==> config.mk <==
export PLATFORM = sky130hd
export DESIGN_NAME = frame_mem_arbiter
export DESIGN_NICKNAME = d
export VERILOG_FILES = /design/src/rtl/frame_mem_arbiter.sv
export SDC_FILE = /design/constraint.sdc
export NUM_CORES = 1
export LEC_CHECK = 0
export CAP_MARGIN = 20
export CORE_MARGIN = 1.5
export CORE_UTILIZATION = 41
export DETAILED_ROUTE_END_ITERATION = 16
export PLACE_DENSITY = 0.9
export SKIP_CTS_REPAIR_TIMING = 1
export SYNTH_ARGS = -nofsm -noshare
export SYNTH_HDL_FRONTEND = slang
export SYNTH_SLANG_ARGS = --single-unit
==> constraint.sdc <==
create_clock -name clk -period 7.9 [get_ports clk]
set_input_delay 2.37 -clock clk [delete_from_list [all_inputs] [get_ports clk]]
set_output_delay 2.37 -clock clk [all_outputs]
set_load 0.05 [all_outputs]
==> src/rtl/frame_mem_arbiter.sv <==
// frame_mem_arbiter
// Shares one single-port frame RAM between the edge-detection pipeline stages.
// One requester at a time owns the RAM port for a whole burst of up to
// MAX_BURST beats. After a winner is latched in IDLE, BURST issues one beat per
// cycle and DRAIN closes the burst with a done pulse.
//
// Build option: define FRAME_ARB_FIXED_PRIO_EN to make the lowest-index request
// always win, with no round-robin pointer. When it is left undefined (the
// default), arbitration is round-robin.
//
// Read data timing: mem_rdata is captured on the clock edge that ends a read
// beat's cycle. That gives rvalid/rdata one cycle after the beat, so the last
// rvalid of a read burst lines up with done.

module frame_mem_arbiter #(
    parameter int NUM_REQ   = 6,
    parameter int ADDR_W    = 16,
    parameter int DATA_W    = 8,
    parameter int MAX_BURST = 16,
    localparam int LEN_W    = $clog2(MAX_BURST + 1)
) (
    input  logic                      clk,
    input  logic                      reset,
    input  logic                      enable,
    input  logic [NUM_REQ-1:0]        req,
    input  logic [NUM_REQ-1:0]        req_we,
    input  logic [NUM_REQ*ADDR_W-1:0] req_addr,
    input  logic [NUM_REQ*LEN_W-1:0]  req_len,
    input  logic [NUM_REQ*DATA_W-1:0] req_wdata,
    output logic [NUM_REQ-1:0]        gnt,
    output logic [NUM_REQ-1:0]        beat,
    output logic [NUM_REQ-1:0]        rvalid,
    output logic [DATA_W-1:0]         rdata,
    output logic [NUM_REQ-1:0]        done,
    output logic                      mem_en,
    output logic                      mem_we,
    output logic [ADDR_W-1:0]         mem_addr,
    output logic [DATA_W-1:0]         mem_wdata,
    input  logic [DATA_W-1:0]         mem_rdata
);

    localparam int IDX_W = (NUM_REQ > 1) ? $clog2(NUM_REQ) : 1;
    localparam logic [IDX_W-1:0] LAST_IDX = IDX_W'(NUM_REQ - 1);

    typedef enum logic [1:0] {
        ST_IDLE  = 2'd0,
        ST_BURST = 2'd1,
        ST_DRAIN = 2'd2
    } state_t;

    // Burst context latched at grant time
    state_t              r_state;
    logic [IDX_W-1:0]    r_owner;
    logic                r_we;
    logic [ADDR_W-1:0]   r_addr;
    logic [LEN_W-1:0]    r_cnt;

    // Registered copies of every output
    logic [NUM_REQ-1:0]  r_gnt;
    logic [NUM_REQ-1:0]  r_beat;
    logic [NUM_REQ-1:0]  r_rvalid;
    logic [DATA_W-1:0]   r_rdata;
    logic [NUM_REQ-1:0]  r_done;
    logic                r_mem_en;
    logic                r_mem_we;
    logic [ADDR_W-1:0]   r_mem_addr;
    logic [DATA_W-1:0]   r_mem_wdata;

`ifndef FRAME_ARB_FIXED_PRIO_EN
    logic [IDX_W-1:0]    r_rr_ptr;
    logic [IDX_W:0]      w_sum;
`endif

    // Per-requester views of the packed request buses
    logic [ADDR_W-1:0]   w_addr  [NUM_REQ];
    logic [LEN_W-1:0]    w_len   [NUM_REQ];
    logic [DATA_W-1:0]   w_wdata [NUM_REQ];

    logic                w_any;
    logic [IDX_W-1:0]    w_winner;
    logic [NUM_REQ-1:0]  w_owner_oh;

    // Unpack each lane and normalise its length: 0 means one beat, and
    // anything above MAX_BURST is cut down to MAX_BURST.
    generate
        for (genvar gi = 0; gi < NUM_REQ; gi++) begin : g_lane
            logic [LEN_W-1:0] w_len_raw;
            assign w_len_raw   = req_len[gi*LEN_W +: LEN_W];
            assign w_addr[gi]  = req_addr[gi*ADDR_W +: ADDR_W];
            assign w_wdata[gi] = req_wdata[gi*DATA_W +: DATA_W];
            assign w_len[gi]   = (w_len_raw == '0)                   ? LEN_W'(1) :
                                 (w_len_raw > LEN_W'(MAX_BURST))     ? LEN_W'(MAX_BURST) :
                                                                        w_len_raw;
        end
    endgenerate

    assign w_any      = |req;
    assign w_owner_oh = NUM_REQ'(1) << r_owner;

`ifdef FRAME_ARB_FIXED_PRIO_EN
    // Winner select: lowest asserted index wins (descending scan, last hit kept)
    always_comb begin
        w_winner = '0;
        for (int i = NUM_REQ - 1; i >= 0; i--) begin
            if (req[i]) begin
                w_winner = IDX_W'(i);
            end
        end
    end
`else
    // Winner select: first asserted request at or after r_rr_ptr, wrapping
    always_comb begin
        w_winner = '0;
        w_sum    = '0;
        for (int off = NUM_REQ - 1; off >= 0; off--) begin
            w_sum = {1'b0, r_rr_ptr} + (IDX_W + 1)'(off);
            if (w_sum >= (IDX_W + 1)'(NUM_REQ)) begin
                w_sum = w_sum - (IDX_W + 1)'(NUM_REQ);
            end
            if (req[w_sum[IDX_W-1:0]]) begin
                w_winner = w_sum[IDX_W-1:0];
            end
        end
    end
`endif

    // Arbitration FSM: grant in IDLE, one beat per cycle in BURST, done in DRAIN
    always_ff @(posedge clk) begin
        if (reset) begin
            r_state     <= ST_IDLE;
            r_owner     <= '0;
            r_we        <= 1'b0;
            r_addr      <= '0;
            r_cnt       <= '0;
            r_gnt       <= '0;
            r_beat      <= '0;
            r_rvalid    <= '0;
            r_rdata     <= '0;
            r_done      <= '0;
            r_mem_en    <= 1'b0;
            r_mem_we    <= 1'b0;
            r_mem_addr  <= '0;
            r_mem_wdata <= '0;
`ifndef FRAME_ARB_FIXED_PRIO_EN
            r_rr_ptr    <= '0;
`endif
        end else begin
            r_beat   <= '0;
            r_done   <= '0;
            r_rvalid <= '0;

            // A read beat issued last cycle returns its data on this edge
            if (r_mem_en && !r_mem_we) begin
                r_rvalid <= w_owner_oh;
                r_rdata  <= mem_rdata;
            end

            case (r_state)
                ST_IDLE: begin
                    r_gnt    <= '0;
                    r_mem_en <= 1'b0;
                    r_mem_we <= 1'b0;
                    if (enable && w_any) begin
                        r_owner <= w_winner;
                        r_we    <= req_we[w_winner];
                        r_addr  <= w_addr[w_winner];
                        r_cnt   <= w_len[w_winner];
                        r_state <= ST_BURST;
`ifndef FRAME_ARB_FIXED_PRIO_EN
                        r_rr_ptr <= (w_winner == LAST_IDX) ? '0 : w_winner + 1'b1;
`endif
                    end
                end

                ST_BURST: begin
                    r_gnt       <= w_owner_oh;
                    r_beat      <= w_owner_oh;
                    r_mem_en    <= 1'b1;
                    r_mem_we    <= r_we;
                    r_mem_addr  <= r_addr;
                    r_mem_wdata <= w_wdata[r_owner];
                    r_addr      <= r_addr + 1'b1;
                    r_cnt       <= r_cnt - 1'b1;
                    if (r_cnt == LEN_W'(1)) begin
                        r_state <= ST_DRAIN;
                    end
                end

                ST_DRAIN: begin
                    r_gnt    <= '0;
                    r_mem_en <= 1'b0;
                    r_mem_we <= 1'b0;
                    r_done   <= w_owner_oh;
                    r_state  <= ST_IDLE;
                end

                default: begin
                    r_state <= ST_IDLE;
                end
            endcase
        end
    end

    assign gnt       = r_gnt;
    assign beat      = r_beat;
    assign rvalid    = r_rvalid;
    assign rdata     = r_rdata;
    assign done      = r_done;
    assign mem_en    = r_mem_en;
    assign mem_we    = r_mem_we;
    assign mem_addr  = r_mem_addr;
    assign mem_wdata = r_mem_wdata;

endmodule

; After elaboration in Yosys (flattened, before gate mapping)
; Cells that the tools add are included.
[word_totals]
regBits = 88
in_bits = 197
output_inout_bits = 58
word_cells = 140
[op_classes]
n_addsub = 14
n_lt_le_gt_ge = 21
eq_ne = 6
shift = 1
n_mux = 58
bitwise = 5
reduce_logical = 20
[op_table]
columns = operator, n
row1 = 2-to-1 mux 5 bit, 15
row2 = binary-select mux 16 bit (select 3 bit), 1
row3 = 2-to-1 mux 16 bit, 3
row4 = 2-to-1 mux 3 bit, 13
row5 = case mux 16 bit (2 select lines), 1
row6 = > comparator 5 bit (second input constant), 6
row7 = zero test 5 bit, 6
row8 = less-than comparator 3 x 4 -> 1 bit (second input constant), 7
row9 = binary-select mux 8 bit (select 3 bit), 1
row10 = binary-select mux 1 bit (select 3 bit), 7
row11 = >= comparator 4 x 3 -> 1 bit (second input constant), 5
row12 = subtractor 3 bit (second input constant), 6
row13 = adder 16 x 1 -> 16 bit (second input constant), 1
row14 = 2-to-1 mux 8 bit, 2
row15 = binary-select mux 5 bit (select 3 bit), 1
row16 = case mux 6 bit (2 select lines), 1
row17 = case mux 5 bit (2 select lines), 1
row18 = adder 3 x 2 -> 4 bit (second input constant), 2
row19 = adder 3 x 3 -> 4 bit (second input constant), 2
row20 = >= comparator 4 bit (second input constant), 2
row21 = NOT 3 -> 4 bit, 2
row22 = OR reduction 2 bit, 4
row23 = 2-to-1 mux 1 bit, 7
row24 = AND reduction 2 bit, 3
row25 = other kinds (19), 26

; Depth between registers and ports, before layout
; Gate-level depths: netlist of the first run.
[depth]
word_depth = 17
mapped_depth = 18
depth_no_buf = 12

; Least setup slack after synthesis of the first run
; No wires, ideal clock.
[synth_timing]
path_kind = input to register
startpoint = input port req[2]
endpoint = register r_addr[13]
setup_ns = 0.117
t_arrival_ns = 4.717
required_time_ns = 7.783
slack_ns = 3.066
path_stages = 10
path_buffers = 1
path_cell_list = mux2i_1 -> mux2_2 -> o211ai_1 -> o21ai_0 -> o311ai_4 -> a211oi_2 -> buf_6 -> mux4_2 -> or3_1 -> a32o_1
[synth_between]
elab_chain_cells = 14
word_cells_on_any_way = 28
classes_between = eq/ne (1) / mux (23) / bitwise (1) / reduce/logical (3)
[synth_lines]
columns = item, line_no
row1 = start: declaration, 25  ; input logic [NUM_REQ-1:0] req,
row2 = binary-select mux 1 bit (select 3 bit), 120  ; if (req[w_sum[IDX_W-1:0]]) begin
row3 = 2-to-1 mux 1 bit (not written as such), 120
row4 = 2-to-1 mux 3 bit (6 in series), 120
row5 = NOT 3 -> 4 bit (not written as such), 166  ; r_addr <= w_addr[w_winner];
row6 = binary-select mux 16 bit (select 3 bit), 166
row7 = 2-to-1 mux 16 bit (not written as such) (2 in series), 166
row8 = 2-to-1 mux 16 bit, 163  ; if (enable && w_any) begin
row9 = case mux 16 bit (2 select lines), 158  ; case (r_state)
row10 = end signal: assignment, 166
row11 = end signal: assignment, 182  ; r_addr <= r_addr + 1'b1;
row12 = end: declaration, 55  ; logic [ADDR_W-1:0] r_addr;
; Parallel ways exist; a longest one is shown, timed or not. The select of a mux whose other input is x is not followed.
; A chain may end at the register's enable or synchronous reset.

; Final worst setup path of the first run
; Ends and elaborated chain as after synthesis.

==> impl_summary.md, run 1 <==
Status
The flow ran to the end, and the final reports show no timing, DRC or antenna violations.

Route
For this run, the detailed router's first-pass iteration total came to 5. In the routed design, unresolved DRC markers number 0. Using the TritonRoute via totals, the vias-per-cell ratio works out to 5.73. The routed layout has 6337 vias. After detailed routing, the average wire length per cell comes to 17.9 µm. The count of nets left with antenna violations once routing finished came out at 0. The wire length after detailed routing is 19.8 mm. The first routing iteration left 427 violations.

Power
The cell area power density is 290 nW/µm². The peak supply drop is 246 µV. Power comes to 2.50 mW. For this design the static power due to leakage is 3.35 nW.

Finish
The repair_antennas step left the layout with diodes totalling 0. Relative to the synthesized area, the layout overhead comes to 49.5%. In the layout the commonest cells are 253 x clkdlybuf4s50_1, 88 x dfxtp_1, 73 x nand2_1, 64 x nor2_1, 64 x a21oi_1.

The fraction of layout cells with a size suffix above 1 is 6.38%. The final layout contains 1129 nets. The summed area of non-filler cells in the final layout is 8630 µm². The library cell used most frequently in the layout, excluding fill and tap cells, is clkdlybuf4s50_1.

Fill cells in the final layout number 1176.

Floorplan
The floorplan die width is 122 µm. Row generation in the floorplan step produced 43 rows. The die area is 14800 µm².

The initial utilization of the core area, before any placement, comes to 41.8%. In this run the vertical extent of the chip is 122 µm. The core region is 13800 µm². For this design the top-level I/O count stands at 255.

STA
The clock arrives with 8.50 ps of skew. The achievable frequency is 0.173 GHz. The transition time of the tightest slew-check pin is 924 ps. The max-slew violation total from the final report is 0. The sum of negative setup slack is 0 ps. The final critical-path share of the clock period is 73.0%. The final number of setup-violating endpoints is 0.

Measured against its own limit, the worst slew margin works out to 38.4%. The final critical-path required period is 5770 ps. Setup repair after global routing left no endpoint under its margin. The count of final hold-check violations is 0.

Setup path
The cell type of the slowest stage on the worst timing path is mux4_2. The largest incremental delay on the critical path is 570 ps. For the worst setup path, the data required time is 8140 ps.

The critical path arrival is 6010 ps. The terminus of the critical flop-to-flop path is r_addr[13]. The element type at the critical path end is a register. Walking the worst path, the cells encountered are clkdlybuf4s50_1 -> mux2i_1 -> mux2_2 -> o211ai_1 -> o21ai_0 -> o311ai_4 -> a211oi_4 -> buf_4 -> mux4_2 -> or3_1 -> a32o_1. The worst setup path is of the input port to register kind.

For the worst flop-to-flop path, the logic depth is 12. The element type at the critical path start is an input port. The maximum fanout count along the critical path is 39. For flop-to-flop paths, the worst setup slack is 2980 ps. The worst register-to-register path begins at r_rr_ptr[0].

Clocking
Buffers inserted during clock tree synthesis total 9. The cell at the root of the clock tree is clkbuf_16. For this design, the sink count on the clock tree is 88. The clock transition at the register clock pins on the worst setup and hold paths after CTS is 70 ps. The maximum root-to-sink buffer count is 2. The H-tree generated during clock tree synthesis spans 3 levels. For the worst-skew pair, the clock arrives at the later sink with an insertion delay of 340 ps. TritonCTS built the clock tree.

Place
The estimated wirelength of the detail-placed design is 15.2 mm. The total of buffers placed on input and output ports is 254. Summing all placed instances gives a cell area of 8330 µm². Routability-driven placement finished with a final weighted congestion of 0.887.

Logic synthesis
Summing the areas of all and, or, nand and nor instances in the mapped netlist gives 20.6% of the synthesized area. The Yosys step of the flow raised 0 warnings. Sequential elements use 30.5% of the synthesized area.

The cell accounting for the most synthesized area is dfxtp_1. The area of the mapped netlist is 5780 µm². The count of different cell masters after synthesis is 68. The number of enable-type register cells in the synthesized netlist is 0. The main flop type after synthesis is dfxtp_1. Of the post-synthesis cell area, the part taken by muxes is 16.4%. Yosys attributes the largest share of cell area to dfxtp_1 31%, mux2i_1 11%, a21oi_1 5.5%. The per-instance average area after synthesis is 8.26 µm². In the synthesized netlist the async set-or-reset flop fraction comes to 0%. The number of nets handed over by synthesis was 908.

The compound-cell area share of the yosys netlist is 23.5%. Summing the areas of all fa, ha and maj instances in the mapped netlist gives 2.60% of the synthesized area. Counting every instance in the synthesized netlist gives 699. After Yosys synthesis, XOR and XNOR cells account for 1.21% of the synthesized area. The share of Yosys cell area claimed by the top area cell type is 30.5%.

After synthesis, the largest family of logic cells by area is compound AO/OA/AOI/OAI gates. The synthesized flop and latch total is 88.

Run
The number of max-capacitance violations reported is 0.

GRT
The number of antenna violations at the first check in global routing is 0. The first global-routing pass estimated 30.3 mm of wire. The number of global-route vias before repair came to 6098. Global routing consumed, over all layers together, 26.0% of the routing resources. The maximum number of pins on one net before global-route repair is 50. The remaining global-route overflow is 0.

Worst hold path
The startpoint of the tightest hold check path is gnt[4]. The path with the worst hold slack has its endpoint at gnt[4]. The min-delay analysis places its worst path in the category register to register. Along the worst hold path, the cell count comes to 1.
-- cell type report --
cell class              instances  area, µm²  share of cell area [%]
repair buffers                259       2570                    29.8
inverters                      14       52.6                   0.609
clock buffers                  11        253                    2.93
clock inverters                 5       40.0                   0.464
multi-input cells             548       3730                    43.2
flip-flops and latches         88       1760                    20.4
well taps                     180        225                    2.61
-- worst max-delay path by stage --
stage               cells past startpoint  slack [ps]   start         end
floorplan                              10        3070  req[2]  r_addr[13]
global route                           11        1880  req[2]  r_addr[13]
CTS                                    11        2160  req[2]  r_addr[13]
detailed placement                     11        1800  req[2]  r_addr[13]
finish                                 11        2130  req[2]  r_addr[13]
global placement                       11        1880  req[2]  r_addr[13]
-- cell usage after synthesis (all sizes together), types with 5 or more instances --
library cell / n
nor2b: 6
a21oi: 64
nand3: 12
nor3: 13
mux2i: 61
mux4: 9
o211ai: 6
a31oi: 8
nor3b: 7
ha: 12
clkbuf: 26
o21ai: 47
nand4: 7
a221oi: 14
and3: 15
a22o: 5
mux2: 11
nor2: 65
nand3b: 6
a211oi: 10
buf: 23
nand2b: 14
xnor2: 6
nand2: 73
dfxtp: 88
or3: 6
inv: 14
a21o: 8
-- worst max-delay path: cells and delay by family --
kind	cells	cell delay, ps
buffers and inverters	2	980
AO/OA/AOI/OAI	5	1150
AND/OR/NAND/NOR	1	320
multiplexers	3	1170
-- state kept, by name, summed over array words and instances (netlist names), 6 cells and up --
| register | cells |
|---|---|
| mem_addr | 16 |
| r_addr | 16 |
| mem_wdata | 8 |
| rdata | 8 |
| beat | 6 |
| done | 6 |
| gnt | 6 |
| rvalid | 6 |
-- where the power goes --
group	total (mW)	leakage [nW]	switching (mW)	internal (mW)
combinational	1.44	2.50	0.810	0.631
clock	0.415	0.134	0.183	0.232
sequential	0.642	0.719	0.120	0.523
total	2.50	3.35	1.11	1.39
-- cell families (layout without fill, tap and decap cells) --
kind of cell | count (synthesis) | after routing
AO/OA/AOI/OAI | 205 | 205
flip-flops | 88 | 88
AND/OR/NAND/NOR | 242 | 242
buffers and inverters | 63 | 289
multiplexers | 81 | 81
adder cells (fa/ha/maj) | 12 | 12
XOR/XNOR | 8 | 8
-- layer usage --
layer / wire, µm / share of wire [%] / track usage, %
met1: 7580 / 38 / 28.8
met2: 10100 / 51 / 47.8
met3: 1560 / 7.9 / 7.02
met4: 584 / 3.0 / 9.19
met5: 0 / 0 / 0
-- per-stage QoR --
stage	utilization (%)	hold WS (ps)	setup WS (ps)	cells
after floorplan	-	451	3070	699
after global placement	60.3	435	1880	1088
after detailed placement	60.3	440	1800	1088
after CTS	62.4	455	2160	1104
after global routing	62.4	465	1880	1105
final	62.4	451	2130	1105
(Power assumes the default switching activity.)
==> inputs of run 2 (changes only) <==
Settings changed: CORE_UTILIZATION 41 to 39, PLACE_DENSITY 0.9 to 0.89.
Clock period 7.9 ns to 4.7 ns, I/O delays scaled along.
==> run 2 against run 1 <==
- combinational power is 82% higher
- core utilization decreased by 1.6 points
- sequential power is 64% higher
- clock power grew 78%
- worst hold slack improved by 2.3 ps
- flip-flop and latch count unchanged
- first-iteration DRC count grew 19%
- sequential share of layout area fell by 0.41 points
==> impl_summary.md, run 2 (same netlist as run 1, synthesis figures left out) <==
Power
The portion of total power attributed to combinational logic is 59.4%. The cell leakage power is 3.47 nW. The cell-internal power is 2.50 mW. The final total power is 4.42 mW. Net switching is 43.4% of the power.

The sequential group share of total power is 23.8%. In this run the power spent charging and discharging nets is 1.92 mW. The part of the total power dissipated in the clock network is 16.7%. For this design the ratio of total power to cell area is 501 nW/µm².

VDD sags by at most 278 µV.

Route
The number of vias per cell after detailed routing is 5.72. Summing over every cut layer, the via total after detailed routing is 6454. The wire length after detailed routing is 20.2 mm. The count of antenna-violating nets left after detailed routing is 0.

Before antenna repair, the detailed router went through 6 iterations. The detailed router finished its first iteration with 507 violations. Dividing the detail-routed wire length by the instance count gives 17.9 µm. In the routed design, unresolved DRC markers number 0.

Worst hold path
The worst hold path stage count is 2. The min-delay analysis places its worst path in the category register to register.

Floorplan
255 I/O pins were placed. The total area inside the core boundary comes to 14500 µm². The die area is 15500 µm². From bottom edge to top edge, the die measures 125 µm. The die is 125 µm wide. After floorplanning, the core was divided into 44 placement rows. For this configuration, the core starts out at a cell density of 39.9%.

Setup path
The logic depth of the worst register-to-register path is 10. For this run, the slowest stage of the critical path takes 560 ps. The maximum fanout count along the critical path is 5. The critical path required time is 4930 ps. The element type at the critical path start is an input port. Walking the worst path, the cells encountered are clkdlybuf4s50_1 -> mux2i_1 -> or4_1 -> o211ai_1 -> a311oi_1 -> o211a_1 -> a211oi_4 -> mux4_2 -> or3_1 -> a32o_1.

STA classifies the critical path endpoint as a register. The cell type of the slowest stage on the worst timing path is mux4_2. The critical path arrival is 4670 ps. The category of the critical setup timing path is input port to register.

Run
Across the run, the number of max-cap violations was 0.

Clocking
The number of buffers inserted during clock tree synthesis is 9. After clock tree synthesis, the clock-pin slew on the worst setup and hold paths is 60 ps. The cell at the root of the clock tree is clkbuf_16. For the worst-skew pair, the clock arrives at the later sink with an insertion delay of 340 ps.

The CTS tree is yes. The maximum root-to-sink buffer count is 2. The total clock sinks is 88. CTS built an H-tree with a depth of 3.

STA
The relative slew slack is 38.4%. The sum of negative setup slack is 0 ps. The final hold slack is 453 ps. The count of final hold-check violations was 0.

Derived from the worst setup path, the maximum achievable clock frequency is 0.225 GHz. Setup violations remaining at the end of the flow were counted as 0. The max-slew violation total from the final report is 0. Setup repair after global routing left no endpoint under its margin. Counting I/O delays and the setup requirement, the final critical path takes 4450 ps. The final critical-path share of the clock period is 94.6%. The transition time of the tightest slew-check pin is 923 ps. The clock arrives with 9.42 ps of skew.

Place
The estimated wirelength of the detail-placed design is 15.6 mm. The weighted congestion reported at the end of routability-driven placement is 0.939. The total of buffers placed on input and output ports is 254. The total placed cells including tap cells is 1111.

Finish
The fraction of layout cells with a size suffix above 1 is 8.16%. The layout overhead on the synthesized area is 52.5%. The top cell types in the final layout, fill and taps aside, are 253 x clkdlybuf4s50_1, 88 x dfxtp_1, 73 x nand2_1, 64 x nor2_1, 64 x a21oi_1.

For this run, the post-layout net count is 1148. The library cell used most frequently in the layout, excluding fill and tap cells, is clkdlybuf4s50_1. The number of antenna diodes in the final layout is 0. For this run, the number of standard cells in the final layout without fillers is 1128.

GRT
The number of antenna violations at the first check in global routing is 0. The maximum number of pins on one net before global-route repair is 49. The first global-routing pass estimated 31.7 mm of wire.

The number of global-route vias before repair came to 6250. The remaining global-route overflow is 0. The global-route usage over all layers is 25.2%.

Status
The run finished with clean final reports.
-- run 2: power by group through the flow --
stage	Combinational, mW	Clock, mW	Sequential, mW
after global routing	2.82	0.784	1.07
after floorplan	1.79	0	1.12
after detailed placement	2.59	0	1.06
after global placement	2.52	0	1.06
after CTS	2.60	0.752	1.05
final	2.62	0.739	1.05
-- run 2: path summary, 6_finish.rpt --
| check | start | end | slack [ps] |
|---|---|---|---|
| worst min register to register | mem_addr[7] | mem_addr[7] | 450 |
| worst max-delay path | req[2] | r_addr[13] | 250 |
| worst max register to register | r_rr_ptr[2] | r_addr[13] | 690 |
| worst min-delay path | mem_addr[7] | mem_addr[7] | 450 |
-- run 2: stage by stage --
step / setup slack, ps / util (%) / area (µm²)
3_3_place_gp: 81.7 / 58.7 / 8490
5_1_grt: 159 / 60.8 / 8810
2_1_floorplan: 826 / - / 5780
4_1_cts: 303 / 60.8 / 8800
6_report: 253 / 60.8 / 8810
3_5_place_dp: -45.1 / 58.7 / 8490
-- run 2: layer usage --
metal | global-route usage (%) | vias up | share of wire (%) | wire (µm)
met1 | 28.2 | 3002 | 38 | 7670
li1 | - | 3061 | - | -
met4 | 9.40 | 0 | 3.4 | 684
met5 | 0 | - | 0 | 0
met2 | 45.8 | 336 | 51 | 10300
met3 | 6.10 | 55 | 7.9 | 1600
-- run 2: worst max-delay path, delay by kind of cell --
kind                   cells  cell delay, ps
and+or+nand+nor            2             880
muxes                      2             690
buffers and inverters      1             520
AOI/OAI and AO/OA          5            1190
-- run 2: area by class of cell --
type                            instances  area (µm²)
Multi-Input combinational cell        548        3730
Fill cell                            1255        5670
Timing Repair Buffer                  278        2730
Tap cell                              184         230
Inverter                               14        52.6
Clock inverter                          4        52.6
Sequential cell                        88        1760
Clock buffer                           12         256
